### src/rtl/fb_pkg.sv
// Shared frame-buffer constants and the access-arbiter state encoding.
package fb_pkg;

   localparam int ADDR_W     = 19;
   localparam int DATA_W     = 6;
   localparam int H_ACTIVE   = 640;
   localparam int V_ACTIVE   = 480;
   localparam int FB_SIZE    = H_ACTIVE * V_ACTIVE;
   localparam int FIFO_DEPTH = 4;

   typedef enum logic [1:0] {
      IDLE  = 2'd0,
      SCAN  = 2'd1,
      BLANK = 2'd2
   } arb_state_t;

endpackage

### src/rtl/fb_wr_fifo.sv
// Synchronous FIFO holding queued {addr,data} pixel writes until blanking.
module fb_wr_fifo #(
   parameter int WIDTH = 25,
   parameter int DEPTH = 4
) (
   input  logic                       clk,
   input  logic                       rst,
   input  logic                       push,
   input  logic [WIDTH-1:0]           push_data,
   input  logic                       pop,
   output logic [WIDTH-1:0]           pop_data,
   output logic                       full,
   output logic                       empty,
   output logic [$clog2(DEPTH):0]     level
);

   localparam int PTR_W = $clog2(DEPTH);
   localparam int LVL_W = PTR_W + 1;

   logic [WIDTH-1:0] mem_r [DEPTH];
   logic [PTR_W-1:0] wr_ptr_r;
   logic [PTR_W-1:0] rd_ptr_r;
   logic [LVL_W-1:0] level_r;
   logic             push_ok_s;
   logic             pop_ok_s;

   assign full      = (level_r == LVL_W'(DEPTH));
   assign empty     = (level_r == {LVL_W{1'b0}});
   assign push_ok_s = push & ~full;
   assign pop_ok_s  = pop & ~empty;
   assign pop_data  = mem_r[rd_ptr_r];
   assign level     = level_r;

   // Storage array: written on push only, never reset.
   always_ff @(posedge clk) begin
      if (push_ok_s) begin
         mem_r[wr_ptr_r] <= push_data;
      end
   end

   // Pointers wrap naturally because DEPTH is a power of two.
   always_ff @(posedge clk or negedge rst) begin
      if (!rst) begin
         wr_ptr_r <= {PTR_W{1'b0}};
         rd_ptr_r <= {PTR_W{1'b0}};
         level_r  <= {LVL_W{1'b0}};
      end else begin
         if (push_ok_s) begin
            wr_ptr_r <= wr_ptr_r + PTR_W'(1);
         end
         if (pop_ok_s) begin
            rd_ptr_r <= rd_ptr_r + PTR_W'(1);
         end
         case ({push_ok_s, pop_ok_s})
            2'b10:   level_r <= level_r + LVL_W'(1);
            2'b01:   level_r <= level_r - LVL_W'(1);
            default: level_r <= level_r;
         endcase
      end
   end

endmodule

### src/rtl/fb_access_arbiter.sv
// Frame-buffer port arbiter: scan-out reads own the port while video_on is high,
// queued pixel writes drain one per cycle during blanking.
module fb_access_arbiter #(
   parameter int ADDR_W     = fb_pkg::ADDR_W,
   parameter int DATA_W     = fb_pkg::DATA_W,
   parameter int FIFO_DEPTH = fb_pkg::FIFO_DEPTH,
   parameter int FB_SIZE    = fb_pkg::FB_SIZE
) (
   input  logic                          clk,
   input  logic                          rst,
   input  logic                          en,
   input  logic                          video_on,
   input  logic [ADDR_W-1:0]             rd_addr,
   input  logic                          wr_valid,
   output logic                          wr_ready,
   input  logic [ADDR_W-1:0]             wr_addr,
   input  logic [DATA_W-1:0]             wr_data,
   output logic [ADDR_W-1:0]             fb_addr,
   output logic                          fb_we,
   output logic [DATA_W-1:0]             fb_wdata,
   output logic                          rd_grant,
   output logic [$clog2(FIFO_DEPTH):0]   fifo_level,
   output logic                          addr_err
);

   import fb_pkg::*;

   localparam int                ENTRY_W  = ADDR_W + DATA_W;
   localparam logic [ADDR_W-1:0] FB_LIMIT = ADDR_W'(FB_SIZE);

   arb_state_t          state_r;
   arb_state_t          state_next_s;
   logic                full_s;
   logic                empty_s;
   logic                accept_s;
   logic                in_range_s;
   logic                push_s;
   logic                pop_s;
   logic [ENTRY_W-1:0]  head_s;

   // Reset gates wr_ready so no write is accepted while the block is held in reset.
   assign wr_ready   = rst & en & ~full_s;
   assign accept_s   = wr_valid & wr_ready;
   assign in_range_s = (wr_addr < FB_LIMIT);
   assign push_s     = accept_s & in_range_s;
   // Pops only while blanking; a rising video_on leaves the head entry queued.
   assign pop_s      = (state_next_s == BLANK) & ~empty_s;

   fb_wr_fifo #(
      .WIDTH (ENTRY_W),
      .DEPTH (FIFO_DEPTH)
   ) u_wr_fifo (
      .clk       (clk),
      .rst       (rst),
      .push      (push_s),
      .push_data ({wr_addr, wr_data}),
      .pop       (pop_s),
      .pop_data  (head_s),
      .full      (full_s),
      .empty     (empty_s),
      .level     (fifo_level)
   );

   // Next-state selection: scan-out follows video_on with no delay.
   always_comb begin
      state_next_s = IDLE;
      case (state_r)
         IDLE: begin
            if (en) begin
               state_next_s = video_on ? SCAN : BLANK;
            end else begin
               state_next_s = IDLE;
            end
         end
         SCAN, BLANK: begin
            if (!en) begin
               state_next_s = IDLE;
            end else if (video_on) begin
               state_next_s = SCAN;
            end else begin
               state_next_s = BLANK;
            end
         end
         default: state_next_s = IDLE;
      endcase
   end

   // State register and registered frame-buffer port outputs.
   always_ff @(posedge clk or negedge rst) begin
      if (!rst) begin
         state_r  <= IDLE;
         fb_addr  <= {ADDR_W{1'b0}};
         fb_we    <= 1'b0;
         fb_wdata <= {DATA_W{1'b0}};
         rd_grant <= 1'b0;
         addr_err <= 1'b0;
      end else begin
         state_r <= state_next_s;
         if (accept_s && !in_range_s) begin
            addr_err <= 1'b1;
         end
         case (state_next_s)
            SCAN: begin
               fb_addr  <= rd_addr;
               rd_grant <= 1'b1;
               fb_we    <= 1'b0;
            end
            BLANK: begin
               rd_grant <= 1'b0;
               if (pop_s) begin
                  fb_addr  <= head_s[ENTRY_W-1:DATA_W];
                  fb_wdata <= head_s[DATA_W-1:0];
                  fb_we    <= 1'b1;
               end else begin
                  fb_we    <= 1'b0;
               end
            end
            default: begin
               fb_addr  <= {ADDR_W{1'b0}};
               rd_grant <= 1'b0;
               fb_we    <= 1'b0;
            end
         endcase
      end
   end

endmodule
### config.mk
export PLATFORM = sky130hd
export DESIGN_NAME = fb_access_arbiter
export DESIGN_NICKNAME = d
export VERILOG_FILES = /design/src/rtl/fb_pkg.sv /design/src/rtl/fb_wr_fifo.sv /design/src/rtl/fb_access_arbiter.sv
export SDC_FILE = /design/constraint.sdc
export NUM_CORES = 1
export LEC_CHECK = 0
export CAP_MARGIN = 0
export CORE_MARGIN = 2
export CORE_UTILIZATION = 49
export DETAILED_ROUTE_END_ITERATION = 16
export PLACE_DENSITY = 0.82
export RECOVER_POWER = 50
export REMOVE_ABC_BUFFERS = 1
export SLEW_MARGIN = 25
export SYNTH_ARGS = -nofsm -noshare
export SYNTH_HDL_FRONTEND = slang
export SYNTH_SLANG_ARGS = --single-unit
### constraint.sdc
create_clock -name clk -period 2.6 [get_ports clk]
set_input_delay 0.39 -clock clk [delete_from_list [all_inputs] [get_ports clk]]
set_output_delay 0.39 -clock clk [all_outputs]
set_load 0.01 [all_outputs]
==> results of run 1 <==
## area by class of cell
class	instances	area, um^2
well taps	143	179
clock inverters	12	200
repair buffers	103	1010
inverters	8	30.0
clock buffers	19	433
fillers	794	3990
multi-input cells	189	1650
flip-flops and latches	137	3930
## power by group through the flow
stage                     logic (W)  clock network, W  registers, W
after floorplan            0.000781                 0       0.00291
after global placement      0.00151                 0       0.00276
after detailed placement    0.00156                 0       0.00278
after CTS                   0.00158           0.00259       0.00273
after global routing        0.00166           0.00269       0.00276
final                       0.00154           0.00255       0.00273
## per-layer routing
metal	vias up	GRT usage (%)	routed length, um
met5	-	0	0
met4	0	6.34	76
met3	7	6.05	628
met2	106	34.3	6270
met1	1682	25.4	5060
li1	1512	-	-
## stage by stage
step           setup TNS (ns)  power [W]
2_1_floorplan          -0.328    0.00369
3_3_place_gp          -0.0145    0.00427
3_5_place_dp          -0.0738    0.00433
4_1_cts                     0    0.00691
5_1_grt                     0    0.00711
6_report                    0    0.00683
## worst max-delay path by stage
stage	start	end	slack, ns	cells past startpoint
global placement	en	u_wr_fifo.level[2]	-0.01	12
detailed placement	en	u_wr_fifo.level[2]	-0.07	12
floorplan	u_wr_fifo.rd_ptr_r[0]	fb_wdata[0]	-0.05	2
CTS	state_r[1]	u_wr_fifo.level[2]	0.33	12
finish	wr_addr[15]	u_wr_fifo.level[2]	0.28	11
global route	wr_addr[15]	u_wr_fifo.level[2]	0.14	11
## registers in the layout, indices dropped and copies added, names as in the netlist
name and flops:
state_r 2, addr_err 1, fb_wdata 6, fb_we 1, rd_grant 1, fb_addr 19, u_wr_fifo.mem_r 100, u_wr_fifo.wr_ptr_r 2
u_wr_fifo.level 3, u_wr_fifo.rd_ptr_r 2
## critical path, delay by kind of cell
kind                       cells  cell delay (ns)
AOI/OAI and AO/OA              2             0.57
xor gates and xnor gates       2             0.28
adders and majority gates      2             0.35
buffers and inverters          3             0.76
and+or+nand+nor                2             0.26
## logic make-up (layout without fill, tap and decap cells)
kind of cell	after synthesis	count (layout)	share of synthesized area, %
DFF	137	137	68.3
and+or+nand+nor	99	99	8.61
muxes	51	51	10.3
buffers and inverters	26	142	3.07
AOI/OAI and AO/OA	25	25	6.94
adders and majority gates	8	8	1.87
xor gates and xnor gates	6	6	0.913
## cell usage in the layout, fill, tap and decap left out, drive strengths merged, types with 3 or more instances in the layout
cell and n:
bufinv 5, dlygate4sd3 34, xnor2 3, buf 22, mux4 6, a2111oi 19
clkdlybuf4s50 45, mux2i 38, xor2 3, nor3 20, nand2 7, and2 6
clkinvlp 3, inv 8, clkinv 4, clkbuf 21, nor2 59, edfxtp 100
ha 7, dfrtp 37, mux2 7
==> load_flow_metrics.sql, run 1 <==
INSERT INTO impl_metrics (metric_group, metric, value, unit) VALUES
('sta', 'hold_viol', '0', ''),
('detailed_routing', 'postRouteWirelength', '12000', 'um'),
('clock_tree', 'cts.hold.buffers_added', '0', ''),
('detailed_routing', 'drc', '0', ''),
('yosys', 'post_synth_num_cell_types', '39', ''),
('die', 'die_w', '112', 'um'),
('clock_tree', 'post_cts_resize_count', '0', ''),
('power_and_ir_drop', 'power.ir.vdd_worst', '0.665', 'mV'),
('critical_path', 'critical_path_class', 'in2reg', ''),
('yosys', 'synth_area_leaders', 'sky130_fd_sc_hd__edfxtp_1 (52%), sky130_fd_sc_hd__dfrtp_1 (16%), sky130_fd_sc_hd__mux2i_1 (6.6%)', ''),
('critical_path', 'crit_path_start_kind', 'input port', ''),
('placement', 'detailed_place_hpwl', '7550', 'um'),
('yosys', 'postSynthCellCount', '352', ''),
('finish', 'share_of_post_route_cells_with_drive_strength_above_1', '19.4', '%'),
('power_and_ir_drop', 'power.clock.fraction', '37.4', '%'),
('yosys', 'synth.cells.most_frequent', 'sky130_fd_sc_hd__edfxtp_1 (100), sky130_fd_sc_hd__nor2_1 (59), sky130_fd_sc_hd__mux2i_1 (38), sky130_fd_sc_hd__dfrtp_1 (37), sky130_fd_sc_hd__nor3_2 (12)', ''),
('power_and_ir_drop', 'sequentialPowerShare', '40.0', '%'),
('finish', 'layout-area-overhead-vs-synth', '29.2', '%'),
('grt', 'track_usage', '20.3', '%'),
('sta', 'unrepaired_setup_endpoints_after_global_routing', 'false', ''),
('detailed_routing', 'ant_nets', '0', ''),
('clock_tree', 'insertion_delay', '0.41', 'ns'),
('placement', 'dp.cells', '580', ''),
('clock_tree', 'numClockSinks', '137', ''),
('sta', 'maxClockFrequency', '431', 'MHz'),
('grt', 'grt_overflow_total', '0', ''),
('placement', 'gp_congestion', '0.739', ''),
('critical_path', 'reg2reg_to', 'u_wr_fifo.level[2]', ''),
('yosys', 'post_synth.cell_area_avg', '16.3', 'um^2'),
('critical_path', 'setup.worst_path.end_class', 'register', ''),
('die', 'initial_core_util', '50.4', '%'),
('power_and_ir_drop', 'power.switching_fraction', '25.7', '%'),
('yosys', 'synth.largest_area_cell', 'sky130_fd_sc_hd__edfxtp_1', ''),
('placement', 'port_buffers', '80', ''),
('placement', 'placed_cell_areas', '6810', 'um^2'),
('yosys', 'postSynth.topFlopCell', 'sky130_fd_sc_hd__edfxtp_1', ''),
('critical_path', 'timing.critical_path.cells', 'dlygate4sd3_1 > a211o_1 > o21ai_0 > and2b_1 > inv_1 > ha_1 > inv_1 > fa_1 > xor2_1 > nor2_1 > xor2_1', ''),
('sta', 'finalHoldWorstSlack', '0.0612', 'ns'),
('detailed_routing', 'count_of_vias_placed_by_the_detailed_router', '3307', ''),
('die', 'top_level_ports', '81', ''),
('yosys', 'yosysWarnings', '0', ''),
('die', 'coreArea', '11400', 'um^2'),
('critical_path', 'timing.critical_path.fanout_max', '6', ''),
('critical_path', 'rr_worst_depth', '12', ''),
('finish', 'finalInstanceArea', '7430', 'um^2'),
('min_path', 'worst_hold_path_type', 'in2async', ''),
('critical_path', 'rrSetupSlack', '0.34', 'ns'),
('detailed_routing', 'detail_route.first_pass.iterations', '4', ''),
('detailed_routing', 'viasPerCell', '5.41', ''),
('grt', 'grt_start_max_net_pins', '39', ''),
('critical_path', 'slowest_stage', 'sky130_fd_sc_hd__dlygate4sd3_1', ''),
('sta', 'timing_worst_slew_pin_value', '0.650', 'ns'),
('clock_tree', 'cts.clk_slew.worst_paths', '0.05', 'ns'),
('sta', 'timing.final.crit_share', '89.1', '%'),
('clock_tree', 'inserted_clock_buffers', '17', ''),
('clock_tree', 'tritoncts', 'yes', ''),
('finish', 'nNetsFinal', '513', ''),
('power_and_ir_drop', 'p_int', '0.00507', 'W'),
('status', 'outcome', 'complete, no violations', ''),
('sta', 'slew-limit-headroom', '55.6', '%'),
('power_and_ir_drop', 'p_sw', '0.00175', 'W'),
('finish', 'final_core_util', '65.1', '%'),
('critical_path', 'wp_data_arrival', '2.61', 'ns'),
('finish', 'final_cell_count_no_fill', '611', ''),
('clock_tree', 'cts-root-buf', 'sky130_fd_sc_hd__clkbuf_16', ''),
('detailed_routing', 'drt-initial-drc-count', '244', ''),
('grt', 'antenna_violations_before_repair', '0', ''),
('sta', 'slew_violations', '0', ''),
('die', 'die-area', '12600', 'um^2'),
('power_and_ir_drop', 'power_per_cell_area', '918', 'nW/um^2'),
('power_and_ir_drop', 'power.share.combinational', '22.6', '%');
Power figures use the tool's default switching activity.
==> run 2: changes to the inputs <==
RECOVER_POWER = 100   (was 50)
==> run 2 against run 1 <==
  * Core utilization down 0.88 points
  * Die area unchanged
  * Maximum frequency down 4.5%
  * Critical path depth down 4
  * Total power down 1.2%
  * Routed wire length down 0.20%
  * Sequential power about the same
==> load_flow_metrics.sql, run 2 (synthesis gave the netlist of run 1 again) <==
INSERT INTO impl_metrics (metric_group, metric, value, unit) VALUES
('finish', 'n_antenna_cell', '0', ''),
('grt', 'grt_start_max_net_pins', '39', ''),
('die', 'initial_core_util', '50.4', '%'),
('die', 'coreArea', '11400', 'um^2'),
('sta', 'fin_worst_skew', '0.00583', 'ns'),
('detailed_routing', 'avgRoutedWirePerCell', '19.7', 'um'),
('die', 'die_w', '112', 'um'),
('clock_tree', 'post-cts-setup-buffers', '0', ''),
('placement', 'placed_cell_areas', '6810', 'um^2'),
('power_and_ir_drop', 'power.ir.vdd_worst', '0.698', 'mV'),
('grt', 'first_pass_grt_wire_length', '19200', 'um'),
('finish', 'largest_register_ffs', '100', ''),
('finish', 'regMostFlops', 'u_wr_fifo.mem_r', ''),
('grt', 'first_global_vias', '3604', ''),
('critical_path', 'crit_path_start_kind', 'input port', ''),
('grt', 'grt_use_met3', '6.05', '%'),
('die', 'die_height', '112', 'um'),
('finish', 'final_cell_count_no_fill', '611', ''),
('status', 'outcome', 'complete, no violations', ''),
('finish', 'nNetsFinal', '513', ''),
('clock_tree', 'post_cts_resize_count', '0', ''),
('detailed_routing', 'ant_nets', '0', ''),
('sta', 'maxClockFrequency', '412', 'MHz'),
('die', 'die-area', '12600', 'um^2'),
('finish', 'layout_common_cells', 'sky130_fd_sc_hd__edfxtp_1 (100), sky130_fd_sc_hd__nor2_1 (59), sky130_fd_sc_hd__dlygate4sd3_1 (57), sky130_fd_sc_hd__mux2i_1 (38), sky130_fd_sc_hd__dfrtp_1 (36)', ''),
('detailed_routing', 'drc', '0', ''),
('grt', 'globalRoute.busiestLayer', 'met2', ''),
('sta', 'hold_viol', '0', ''),
('sta', 'timing_worst_slew_pin_value', '0.734', 'ns'),
('critical_path', 'rr_worst_depth', '12', ''),
('finish', 'biggest_registers_after_layout', 'u_wr_fifo.mem_r: 100 flops, fb_addr: 19 flops, fb_wdata: 6 flops', ''),
('grt', 'track_usage', '20.3', '%'),
('critical_path', 'critical_path_required', '2.66', 'ns'),
('clock_tree', 'cts.clk_slew.worst_paths', '0.05', 'ns'),
('placement', 'dp.cells', '580', ''),
('finish', 'layout-area-overhead-vs-synth', '27.4', '%'),
('critical_path', 'rrSetupSlack', '0.35', 'ns'),
('clock_tree', 'numClockSinks', '137', ''),
('finish', 'mostFrequentLayoutCell', 'sky130_fd_sc_hd__edfxtp_1', ''),
('die', 'top_level_ports', '81', ''),
('finish', 'fillers', '818', ''),
('critical_path', 'critical_path_class', 'in2reg', ''),
('sta', 'timing.final.crit_share', '93.4', '%'),
('sta', 'timing.final.crit_period', '2.43', 'ns'),
('sta', 'slew_violations', '0', ''),
('sta', 'unrepaired_setup_endpoints_after_global_routing', 'false', ''),
('sta', 'setup_viol', '0', ''),
('detailed_routing', 'postRouteWirelength', '12000', 'um'),
('power_and_ir_drop', 'power_per_cell_area', '920', 'nW/um^2'),
('clock_tree', 'tritoncts', 'yes', ''),
('critical_path', 'reg2reg_to', 'u_wr_fifo.level[2]', ''),
('grt', 'antenna_violations_before_repair', '0', ''),
('grt', 'use_met2', '34.3', '%'),
('clock_tree', 'ctsLongestPathBuffers', '2', ''),
('clock_tree', 'inserted_clock_buffers', '17', ''),
('placement', 'pre_cts_ws', '-0.0738', 'ns'),
('detailed_routing', 'viasPerCell', '5.40', ''),
('sta', 'finalHoldWorstSlack', '0.0565', 'ns'),
('sta', 'final_critical_path_setup_slack', '0.172', 'ns'),
('critical_path', 'setup.worst_path.end_class', 'register', ''),
('grt', 'met1_usage', '25.4', '%'),
('grt', 'grt_overflow_total', '0', ''),
('placement', 'gp_congestion', '0.739', ''),
('placement', 'detailed_place_hpwl', '7550', 'um'),
('min_path', 'worst_hold_path_type', 'in2async', ''),
('power_and_ir_drop', 'power_leakage', '2.86', 'nW'),
('clock_tree', 'cts-root-buf', 'sky130_fd_sc_hd__clkbuf_16', ''),
('detailed_routing', 'count_of_vias_placed_by_the_detailed_router', '3299', ''),
('critical_path', 'timing.critical_path.fanout_max', '13', ''),
('finish', 'multi_input_comb_area', '1570', 'um^2'),
('finish', 'sequential_cell_area', '3930', 'um^2'),
('placement', 'port_buffers', '80', ''),
('detailed_routing', 'detail_route.first_pass.iterations', '4', ''),
('sta', 'slew-limit-headroom', '49.8', '%'),
('clock_tree', 'insertion_delay', '0.41', 'ns'),
('critical_path', 'wp_data_arrival', '2.49', 'ns'),
('clock_tree', 'cts.hold.buffers_added', '0', ''),
('critical_path', 'worst_r2r_startpoint', 'state_r[1]', ''),
('clock_tree', 'cts_max_level', '4', ''),
('die', 'placement_rows', '39', ''),
('detailed_routing', 'drt-initial-drc-count', '235', ''),
('finish', 'finalInstanceArea', '7330', 'um^2'),
('job', 'max-cap-violations', '0', ''),
('finish', 'share_of_post_route_cells_with_drive_strength_above_1', '17.7', '%');
==> run 2: changes by cell type in the layout (fill, tap and decap cells not counted), sizes merged <==
| cell | delta |
|---|---|
| clkbuf | +9 |
| dlygate4sd3 | +23 |
| clkdlybuf4s50 | -23 |
| buf | -9 |
==> run 2: worst max path at each step <==
stage | start | end | slack (ns) | cells after the start
after floorplan | u_wr_fifo.rd_ptr_r[0] | fb_wdata[0] | -0.05 | 2
after global placement | en | u_wr_fifo.level[2] | -0.01 | 12
after detailed placement | en | u_wr_fifo.level[2] | -0.07 | 12
after CTS | state_r[1] | u_wr_fifo.level[2] | 0.33 | 12
after global routing | wr_addr[15] | u_wr_fifo.mem_r[1][15] | 0.09 | 7
final | wr_addr[15] | u_wr_fifo.mem_r[1][15] | 0.17 | 7
==> run 2: final cells by class <==
class	count	area share (%)
multi-input combinational	189	21.5
clock buffer	19	5.90
sequential	137	53.6
tap	143	2.44
inverter	8	0.410
timing repair buffer	103	13.5
clock inverter	12	2.73
==> run 2: layer usage <==
layer / vias to the layer above / share of wire [%]
met1: 1667 / 42
met4: 0 / 0.70
met2: 106 / 52
met5: - / 0
li1: 1517 / -
met3: 9 / 5.3
==> run 2: power by group <==
part | switching (W) | leakage [nW] | internal [W] | total (W)
registers | 0.000165 | 1.38 | 0.00256 | 0.00273
logic | 0.000706 | 1.18 | 0.000758 | 0.00146
clock network | 0.000861 | 0.299 | 0.00169 | 0.00255
total | 0.00173 | 2.86 | 0.00501 | 0.00674
==> run 2: critical path: stages <==
cell,delay (ns)
sky130_fd_sc_hd__dlygate4sd3_1,0.63
sky130_fd_sc_hd__a211o_1,0.29
sky130_fd_sc_hd__o21ai_0,0.28
sky130_fd_sc_hd__and2b_1,0.19
sky130_fd_sc_hd__buf_4,0.15
sky130_fd_sc_hd__and2_0,0.16
sky130_fd_sc_hd__clkbuf_2,0.39
==> run 2: through the flow <==
stage	util [%]	TNS [ns]	power (W)
2_1_floorplan	-	-0.328	0.00369
3_3_place_gp	59.6	-0.0145	0.00427
3_5_place_dp	59.6	-0.0738	0.00433
4_1_cts	65.2	0	0.00691
5_1_grt	64.2	0	0.00703
6_report	64.2	0	0.00674
==> run 3: changes to the inputs <==
CORE_UTILIZATION = 54   (was 49)
PLACE_DENSITY = 0.85   (was 0.82)
clock period = 2.7 ns   (was 2.6 ns; I/O delays follow)
==> run 3 against run 2 <==
  * First-iteration DRC count decreased by 30%
  * Die area decreased by 8.9%
  * Largest power group unchanged
  * Core utilization increased by 5.7 points
  * Sequential power decreased by 1%
  * Global-route usage increased by 2.3 points
  * Final cell count decreased by 1.6%
  * Critical endpoint is now wr_ready
  * Largest cell class unchanged
  * Flip-flop and latch count unchanged
  * Highest routed layer unchanged
  * Clock power decreased by 5%
  * Sequential share of layout area increased by 0.85 points
  * Register-to-register slack about the same
==> load_flow_metrics.sql, run 3 (synthesis gave the netlist of run 1 again) <==
INSERT INTO impl_metrics (metric_group, metric, value, unit) VALUES
('status', 'outcome', 'complete, no violations', ''),
('power_and_ir_drop', 'power_per_cell_area', '888', 'nW/um^2'),
('critical_path', 'crit_path_start_kind', 'input port', ''),
('power_and_ir_drop', 'post-layout-total-power', '0.00641', 'W'),
('power_and_ir_drop', 'p_sw', '0.00166', 'W'),
('min_path', 'worst_hold_path_type', 'in2async', ''),
('clock_tree', 'tritoncts', 'yes', ''),
('critical_path', 'timing.critical_path.fanout_max', '19', ''),
('grt', 'grt_use_met3', '6.87', '%'),
('power_and_ir_drop', 'power_leakage', '2.81', 'nW'),
('sta', 'slew_violations', '0', ''),
('detailed_routing', 'drc', '0', ''),
('die', 'die-area', '11500', 'um^2'),
('clock_tree', 'ctsLongestPathBuffers', '2', ''),
('placement', 'gp_congestion', '0.706', ''),
('finish', 'layout-area-overhead-vs-synth', '25.4', '%'),
('power_and_ir_drop', 'power.share.combinational', '20.4', '%'),
('detailed_routing', 'avgRoutedWirePerCell', '19.8', 'um'),
('power_and_ir_drop', 'p_int', '0.00475', 'W'),
('detailed_routing', 'postRouteWirelength', '11900', 'um'),
('grt', 'grt_start_max_net_pins', '27', ''),
('power_and_ir_drop', 'power.clock.fraction', '37.7', '%'),
('die', 'coreArea', '10300', 'um^2'),
('power_and_ir_drop', 'power.switching_fraction', '25.9', '%'),
('job', 'max-cap-violations', '0', ''),
('critical_path', 'wp_data_arrival', '2.10', 'ns'),
('sta', 'finalHoldWorstSlack', '0.444', 'ns'),
('grt', 'globalRoute.busiestLayer', 'met2', ''),
('detailed_routing', 'viasPerCell', '5.50', ''),
('sta', 'timing.final.crit_period', '2.51', 'ns'),
('grt', 'grt_overflow_total', '0', ''),
('placement', 'port_buffers', '80', ''),
('detailed_routing', 'drt-initial-drc-count', '165', ''),
('placement', 'detailed_place_hpwl', '7140', 'um'),
('detailed_routing', 'ant_nets', '0', ''),
('power_and_ir_drop', 'power.ir.vdd_worst', '0.551', 'mV'),
('grt', 'met1_usage', '27.1', '%'),
('sta', 'hold_viol', '0', ''),
('clock_tree', 'cts_max_level', '4', ''),
('grt', 'first_global_vias', '3590', ''),
('clock_tree', 'insertion_delay', '0.52', 'ns'),
('sta', 'unrepaired_setup_endpoints_after_global_routing', 'false', ''),
('die', 'die_w', '107', 'um'),
('sta', 'timing_worst_slew_pin_value', '1.17', 'ns'),
('placement', 'dp.cells', '566', ''),
('finish', 'largest_register_ffs', '100', ''),
('finish', 'nNetsFinal', '507', ''),
('critical_path', 'critical_path_class', 'in2out', ''),
('sta', 'final_critical_path_setup_slack', '0.192', 'ns'),
('clock_tree', 'post-cts-setup-buffers', '0', ''),
('grt', 'first_pass_grt_wire_length', '18900', 'um'),
('placement', 'pre_cts_ws', '-0.0153', 'ns'),
('finish', 'biggest_registers_after_layout', 'u_wr_fifo.mem_r: 100 flops, fb_addr: 19 flops, fb_wdata: 6 flops', ''),
('power_and_ir_drop', 'sequentialPowerShare', '41.9', '%'),
('finish', 'mostFrequentLayoutCell', 'sky130_fd_sc_hd__edfxtp_1', ''),
('sta', 'setup_viol', '0', ''),
('die', 'placement_rows', '37', ''),
('clock_tree', 'inserted_clock_buffers', '17', ''),
('detailed_routing', 'detail_route.first_pass.iterations', '5', ''),
('finish', 'final_cell_count_no_fill', '601', ''),
('die', 'die_height', '107', 'um'),
('die', 'initial_core_util', '55.7', '%'),
('detailed_routing', 'count_of_vias_placed_by_the_detailed_router', '3305', ''),
('critical_path', 'setup.worst_path.end_class', 'output pin', ''),
('finish', 'layout_common_cells', 'sky130_fd_sc_hd__edfxtp_1 (100), sky130_fd_sc_hd__nor2_1 (59), sky130_fd_sc_hd__dlygate4sd3_1 (57), sky130_fd_sc_hd__mux2i_1 (38), sky130_fd_sc_hd__dfrtp_1 (36)', ''),
('sta', 'fin_worst_skew', '0.0267', 'ns'),
('grt', 'antenna_violations_before_repair', '1', ''),
('sta', 'timing.final.crit_share', '92.9', '%'),
('grt', 'use_met2', '38.6', '%'),
('critical_path', 'critical_path_required', '2.30', 'ns'),
('grt', 'track_usage', '22.5', '%'),
('sta', 'maxClockFrequency', '399', 'MHz'),
('die', 'top_level_ports', '81', ''),
('finish', 'regMostFlops', 'u_wr_fifo.mem_r', ''),
('clock_tree', 'cts.clk_slew.worst_paths', '0.06', 'ns'),
('finish', 'final_core_util', '69.9', '%'),
('sta', 'slew-limit-headroom', '22.2', '%'),
('clock_tree', 'numClockSinks', '137', ''),
('clock_tree', 'cts-root-buf', 'sky130_fd_sc_hd__clkbuf_8', ''),
('finish', 'share_of_post_route_cells_with_drive_strength_above_1', '15.3', '%');
==> run 3: changes by cell type in the layout (fill, tap and decap cells not counted), sizes merged <==
| cell | change |
|---|---|
| clkdlybuf4s50 | +1 |
| buf | -4 |
| diode | +2 |
| clkinvlp | -2 |
| clkinv | +3 |
| clkbuf | -3 |
==> run 3: area by class of cell <==
| type | instances | area (um^2) |
|---|---|---|
| timing repair buffer | 97 | 950 |
| multi-input combinational | 189 | 1510 |
| clock buffer | 19 | 422 |
| tap | 136 | 170 |
| fill | 645 | 3110 |
| sequential | 137 | 3930 |
| antenna | 2 | 5.00 |
| clock inverter | 13 | 201 |
| inverter | 8 | 30.0 |
==> run 3: power by group through the flow <==
stage / clock network (W) / registers, W / logic, W
3_3_place_gp: 0 / 0.00272 / 0.00137
5_1_grt: 0.00253 / 0.00273 / 0.00142
2_1_floorplan: 0 / 0.00280 / 0.000752
3_5_place_dp: 0 / 0.00273 / 0.00142
6_report: 0.00242 / 0.00269 / 0.00131
4_1_cts: 0.00245 / 0.00270 / 0.00144
==> run 3: worst paths after layout <==
check | start | endpoint | slack [ns] | cells past startpoint
max reg2reg | state_r[0] | fb_addr[16] | 0.34 | 7
max | rst | wr_ready | 0.19 | 6
min in group clk | addr_err | addr_err | 0.47 | 1
min reg2reg | addr_err | addr_err | 0.47 | 1
min | rst | state_r[1] | 0.44 | 3
max in group asynchronous | rst | u_wr_fifo.rd_ptr_r[0] | 1.11 | 3
==> run 3: metal layers <==
metal	wire length, um	up-vias
met4	106	0
met2	6200	128
met1	4740	1659
met3	832	10
li1	-	1508
met5	0	-
==> run 3: critical path: stages <==
cell and delay, ns:
sky130_fd_sc_hd__dlygate4sd3_1 0.52, sky130_fd_sc_hd__buf_2 0.14, sky130_fd_sc_hd__buf_4 0.29, sky130_fd_sc_hd__nand2_1 0.09
sky130_fd_sc_hd__a21oi_1 0.12, sky130_fd_sc_hd__clkdlybuf4s50_1 0.54
==> run 3: what timing repair did <==
item / 4_1_cts / 5_1_grt
hold endpoints to repair: 37 / 0
hold buffers: 1 / 0
endpoints found under the setup margin: 0 / 0
gates resized for setup: 0 / 0
==> run 3: through the flow <==
step | area [um^2] | setup TNS, ns
after CTS | 7420 | 0
after floorplan | 5610 | 0
after detailed placement | 6780 | -0.0153
final | 7220 | 0
after global placement | 6780 | 0
after global routing | 7220 | 0
